File: src/rtl/req_encoder_8to3.sv
// req_encoder_8to3
// Latches 8 request lines into a sticky pending mask and issues one pending
// index at a time over a valid/ready handshake. Selection is round-robin
// starting from a rotating pointer; the pointer advances past each accepted
// index so that no requester can starve another.
//
// Build option:
//   ENC_FIXED_PRIO_EN - when defined, the lowest pending index always wins
//                       (classic priority encoder); the pointer register is
//                       not built and RST_PTR has no effect.
//
// Downstream, out_idx/out_valid drive the 3-to-8 decoder's in/EN so that
// every accepted index becomes a one-hot strobe.

module req_encoder_8to3 #(
    parameter int unsigned           N_REQ   = 8,
    parameter int unsigned           IDX_W   = 3,
    parameter logic [IDX_W-1:0]      RST_PTR = 3'd0
) (
    input  logic             clk,
    input  logic             rst_n,
    input  logic             EN,
    input  logic [N_REQ-1:0] req,
    output logic [IDX_W-1:0] out_idx,
    output logic             out_valid,
    input  logic             out_ready,
    output logic [N_REQ-1:0] pend,
    output logic             busy
);

    typedef enum logic [0:0] {
        IDLE = 1'b0,
        HOLD = 1'b1
    } state_t;

    state_t           state;
    logic [N_REQ-1:0] clr;
    logic [N_REQ-1:0] pend_next;
    logic [IDX_W-1:0] sel_idx;
    logic             sel_found;
    logic             accept;

    assign accept = out_valid & out_ready;

    // One-hot clear of the index being handed off this cycle
    always_comb begin
        clr = '0;
        if (accept) begin
            clr[out_idx] = 1'b1;
        end
    end

    // New requests are OR-ed in after the clear, so a re-request of the
    // accepted bit in the same cycle keeps it pending
    always_comb begin
        pend_next = pend & ~clr;
        if (EN) begin
            pend_next = pend_next | req;
        end
    end

`ifdef ENC_FIXED_PRIO_EN

    // Lowest pending index wins
    always_comb begin
        sel_idx   = '0;
        sel_found = 1'b0;
        for (int unsigned i = 0; i < N_REQ; i++) begin
            if (!sel_found && pend[i]) begin
                sel_idx   = IDX_W'(i);
                sel_found = 1'b1;
            end
        end
    end

`else

    logic [IDX_W-1:0] ptr;
    logic [IDX_W-1:0] cand;

    // Scan ptr, ptr+1, ... modulo 8; first pending index wins.
    // The IDX_W-bit addition provides the modulo wrap for free.
    always_comb begin
        sel_idx   = '0;
        sel_found = 1'b0;
        cand      = '0;
        for (int unsigned i = 0; i < N_REQ; i++) begin
            cand = ptr + IDX_W'(i);
            if (!sel_found && pend[cand]) begin
                sel_idx   = cand;
                sel_found = 1'b1;
            end
        end
    end

    // Pointer moves just past each accepted index (7 wraps to 0)
    always_ff @(posedge clk) begin
        if (!rst_n) begin
            ptr <= RST_PTR;
        end else if (state == HOLD && out_ready) begin
            ptr <= out_idx + 1'b1;
        end
    end

`endif

    // Pending mask register
    always_ff @(posedge clk) begin
        if (!rst_n) begin
            pend <= '0;
        end else begin
            pend <= pend_next;
        end
    end

    // Handshake FSM: IDLE loads the selected index, HOLD keeps it stable
    // until the consumer takes it
    always_ff @(posedge clk) begin
        if (!rst_n) begin
            state     <= IDLE;
            out_valid <= 1'b0;
            out_idx   <= '0;
        end else begin
            case (state)
                IDLE: begin
                    if (sel_found) begin
                        out_idx   <= sel_idx;
                        out_valid <= 1'b1;
                        state     <= HOLD;
                    end
                end
                HOLD: begin
                    if (out_ready) begin
                        out_valid <= 1'b0;
                        state     <= IDLE;
                    end
                end
                default: begin
                    out_valid <= 1'b0;
                    state     <= IDLE;
                end
            endcase
        end
    end

    // Work outstanding: something pending or an index on offer
    assign busy = (pend != '0) | out_valid;

endmodule

File: config.mk
export PLATFORM = sky130hd
export DESIGN_NAME = req_encoder_8to3
export DESIGN_NICKNAME = d
export VERILOG_FILES = /design/src/rtl/req_encoder_8to3.sv
export SDC_FILE = /design/constraint.sdc
export NUM_CORES = 1
export LEC_CHECK = 0
export CORE_MARGIN = 5
export CORE_UTILIZATION = 30
export DETAILED_ROUTE_END_ITERATION = 12
export GPL_TIMING_DRIVEN = 1
export PLACE_DENSITY = 0.58
export SYNTH_ARGS = -nofsm -noshare
export SYNTH_HDL_FRONTEND = slang
export SYNTH_SLANG_ARGS = --single-unit
File: constraint.sdc
create_clock -name clk -period 3.2 [get_ports clk]
set_input_delay 0.32 -clock clk [delete_from_list [all_inputs] [get_ports clk]]
set_output_delay 0.32 -clock clk [all_outputs]
set_load 0.01 [all_outputs]
==> summary.md <==
| Metric | Value |
|---|---|
| Outcome | `finished, final reports clean` |
| Skew-Pair Late Insertion Delay | `roughly 0.25 ns` |
| Pre-CTS WS | `about 0.21 ns` |
| First-pass GRT wire length | `slightly below 7000 um` |
| RSZ-0062 raised after global routing | `no` |
| Worst slew pin tran | `between 0.5 and 0.6 ns` |
| Initial antenna violation count | `0` |
| Final slew viol count | `0` |
| Starting Density | `0.308` |
| WS Path Type | `reg -> reg` |
| DRT iter0 DRCs | `75` |
| Number of clock sinks | `16` |
| Synth-to-Final Area Change | `23.3%` |
| Antenna cells | `0` |
| Post-layout power | `between 800 and 900 uW` |
| Post-Syn Area | `1560 sq um` |
| Most frequently used flop master after synthesis | `dfxtp_1` |
| CTS buffer count | `3` |
| Hold EP | `out_valid$_SDFFE_PN0P_` |
| Final Hold Fails | `0` |
| Worst Skew | `~0.0013 ns` |
| Cell family with most CP delay | `compound AO/OA/AOI/OAI gates` |
| Synth Instances | `176` |
| Layout cells sized above 1 | `0.146` |
| Placed wire-length estimate | `approximately 3100 um` |
| Global route overflow | `0` |
| R2R depth | `9` |
| Synth area leader | `dfxtp_1` |
| CP Cell Sequence | `inv_1 > ha_2 > mux2_4 > mux4_2 > a211o_1 > a311oi_1 > o21ai_1 > a211oi_1 > a311o_1` |
| Per-cell routed wire length | `between 10 and 15 um` |
| Min-Delay Path Depth | `2` |
| Leak Pwr | `0.000705 uW` |
| Setup violations, final | `0` |
| P per Cell Area | `432 nW/um^2` |
| Reg area | `around 320 sq um` |
| Clk network pwr share | `0.212` |
| Total Routed Length | `approximately 4000 um` |
| Core region area | `roughly 5100 sq um` |
| Global Route Usage Sum | `0.130` |
| Hold_buf cts | `0` |
| Clk buf depth | `2` |
| Top-count cell post-synth | `nand2_1` |
| DRC Markers | `0` |
| P_sw | `302 uW` |
| Max_slew headroom | `0.627` |
| Yosys warns | `0` |
| Post-layout min period | `~2.9 ns` |
| Clk slew on worst S/H paths | `roughly 0.060 ns` |
| R2r setup slk | `around 0.32 ns` |
| Post-Syn Nets | `191` |
| I/O Pins | `25` |
| Crit path required time | `approximately 3.4 ns` |
| Die width | `around 82 um` |
| Final WS setup | `0.319 ns` |
| Initial DRT Pass Iterations | `4` |
| Post-layout net count | `around 210` |
| Die Y | `roughly 80 um` |
| RR Endpoint | `out_idx[1]$_SDFFE_PN0P_` |
| Setup TNS | `0 ns` |
| Largest net degree at the start of global routing | `19` |
| Num rows | `26` |
| Fmax | `between 300 and 400 MHz` |
| Crit Path Max Fanout | `12` |
| Antenna Violating Nets Remaining | `0` |
| Worst min path class | `reg -> reg` |
| VDD IR max | `approximately 0.21 mV` |
| Async set or reset register ratio after synthesis | `0` |
| Hold slack final | `approximately 0.53 ns` |
| Sequential share of power | `0.318` |
| Routability cong. | `approximately 0.8` |
| Synthesized flop and latch total | `16` |
| Post-synth top cells | `29 x nand2_1, 16 x dfxtp_1, 10 x a21boi_0` |
| Via count | `approximately 1400` |
| Netlist cell types | `54` |
| Top cells by area, synth | `dfxtp_1 20%, mux4_2 13%, nand2_1 7.0%, mux2i_1 5.1%, a21boi_0 4.8%` |
| CP Buf/Inv Count | `1` |
| R2R Path Start | `ptr[1]$_SDFFE_PN0P_` |
| Worst Path Arrival | `slightly above 3 ns` |
| Slowest stage cell, crit path | `mux4_2` |
| Net Sw Frac | `0.362` |
| CTS H-Tree Depth | `1` |
| Via/cell ratio | `around 5.3` |
| Combinational Power Share | `0.471` |
| Crit start category | `flop` |
| Tcrit/Tclk final | `0.900` |
| Synthesized area per cell | `slightly below 9 sq um` |
| Crit-path max cell delay | `~0.57 ns` |
| Internal Power | `about 530 uW` |
| Root Driver | `clkbuf_8` |
| Multi-input logic area | `1170 sq um` |
| Setup crit end kind | `flop` |
| Hold_sp | `out_valid$_SDFFE_PN0P_` |
| CTS tree | `done` |
| Full die area | `a little under 7000 sq um` |
| PortBufs | `24` |
| Top-area cell type share of the netlist area | `0.205` |
| Register area share after synthesis | `0.205` |
| Max-cap violations | `0` |
| # fillers | `between 500 and 600` |
| Vias in the first global route | `approximately 1400` |
| Number of synthesized flops with an enable pin | `0` |
==> tightest hold or removal path, cell delays in order, from the launching register on <==
cell,delay (ns)
dfxtp_1,0.35
nand2_1,0.07
a21boi_0,0.07
==> cell type report <==
type / instances / area share
tap: 70 / 0.0455
clock buffer: 4 / 0.0286
multi-input combinational: 144 / 0.606
timing repair buffer: 29 / 0.144
sequential: 16 / 0.166
inverter: 5 / 0.00974
==> per-stage QoR <==
stage	util	std cells	area, sq um
after floorplan	-	176	1560
after global placement	0.368	264	1870
after detailed placement	0.368	264	1870
after CTS	0.379	268	1920
after global routing	0.380	268	1930
final	0.380	268	1930
==> cell families (layout without fill, tap and decap cells) <==
family	Yosys count	after routing	share of synthesized area
adder cells (fa/ha/maj)	3	3	0.0240
flip-flops	16	16	0.205
AND/OR/NAND/NOR	62	62	0.199
AO/OA/AOI/OAI	49	49	0.239
multiplexers	25	25	0.255
buffers and inverters	16	38	0.0496
XOR/XNOR	5	5	0.0280
==> sequential cells by signal, summed over array words and instances (netlist names) <==
| register | flops |
|---|---|
| pend | 8 |
| out_idx | 3 |
| ptr | 3 |
| out_valid | 1 |
| state | 1 |
==> cells in the final DEF, fill, tap and decap left out, types with 4 or more instances in the layout <==
master	instances
buf_4	5
nand3_1	6
nor2_1	6
a21boi_0	10
dfxtp_1	16
clkbuf_8	4
nand2b_1	5
mux2_4	4
clkdlybuf4s50_1	24
o21ai_0	8
mux2i_1	8
a21oi_1	4
nand2_1	29
mux4_2	9
inv_1	5
==> worst max path at each step <==
stage,slack (ns),start,to,cells after the start
4_1_cts,0.18,ptr[1]$_SDFFE_PN0P_,out_idx[1]$_SDFFE_PN0P_,9
6_report,0.32,ptr[1]$_SDFFE_PN0P_,out_idx[1]$_SDFFE_PN0P_,9
3_3_place_gp,0.24,ptr[0]$_SDFFE_PN0P_,out_idx[1]$_SDFFE_PN0P_,9
2_1_floorplan,0.36,ptr[1]$_SDFFE_PN0P_,out_idx[1]$_SDFFE_PN0P_,12
5_1_grt,0.06,ptr[1]$_SDFFE_PN0P_,out_idx[1]$_SDFFE_PN0P_,9
3_5_place_dp,0.21,ptr[1]$_SDFFE_PN0P_,out_idx[1]$_SDFFE_PN0P_,9
==> power groups by stage <==
stage / registers (uW) / logic, uW / clock network, uW
4_1_cts: 264 / 393 / 186
5_1_grt: 271 / 436 / 190
3_3_place_gp: 270 / 394 / 0
3_5_place_dp: 269 / 391 / 0
6_report: 265 / 392 / 176
2_1_floorplan: 262 / 280 / 0
==> routing by layer <==
| layer | share of wire | GRT usage | wire (um) |
|---|---|---|---|
| met4 | 0.019 | 0.0498 | 74 |
| met5 | 0 | 0 | 0 |
| met1 | 0.49 | 0.182 | 1950 |
| met2 | 0.46 | 0.202 | 1830 |
| met3 | 0.033 | 0.0163 | 130 |
==> timing repair <==
| action | in CTS | in global routing |
|---|---|---|
| endpoints found under the setup margin | 0 | 1 |
| gates resized for setup | 0 | 1 |
| buffers inserted | 0 | 0 |
(Power assumes the default switching activity.)
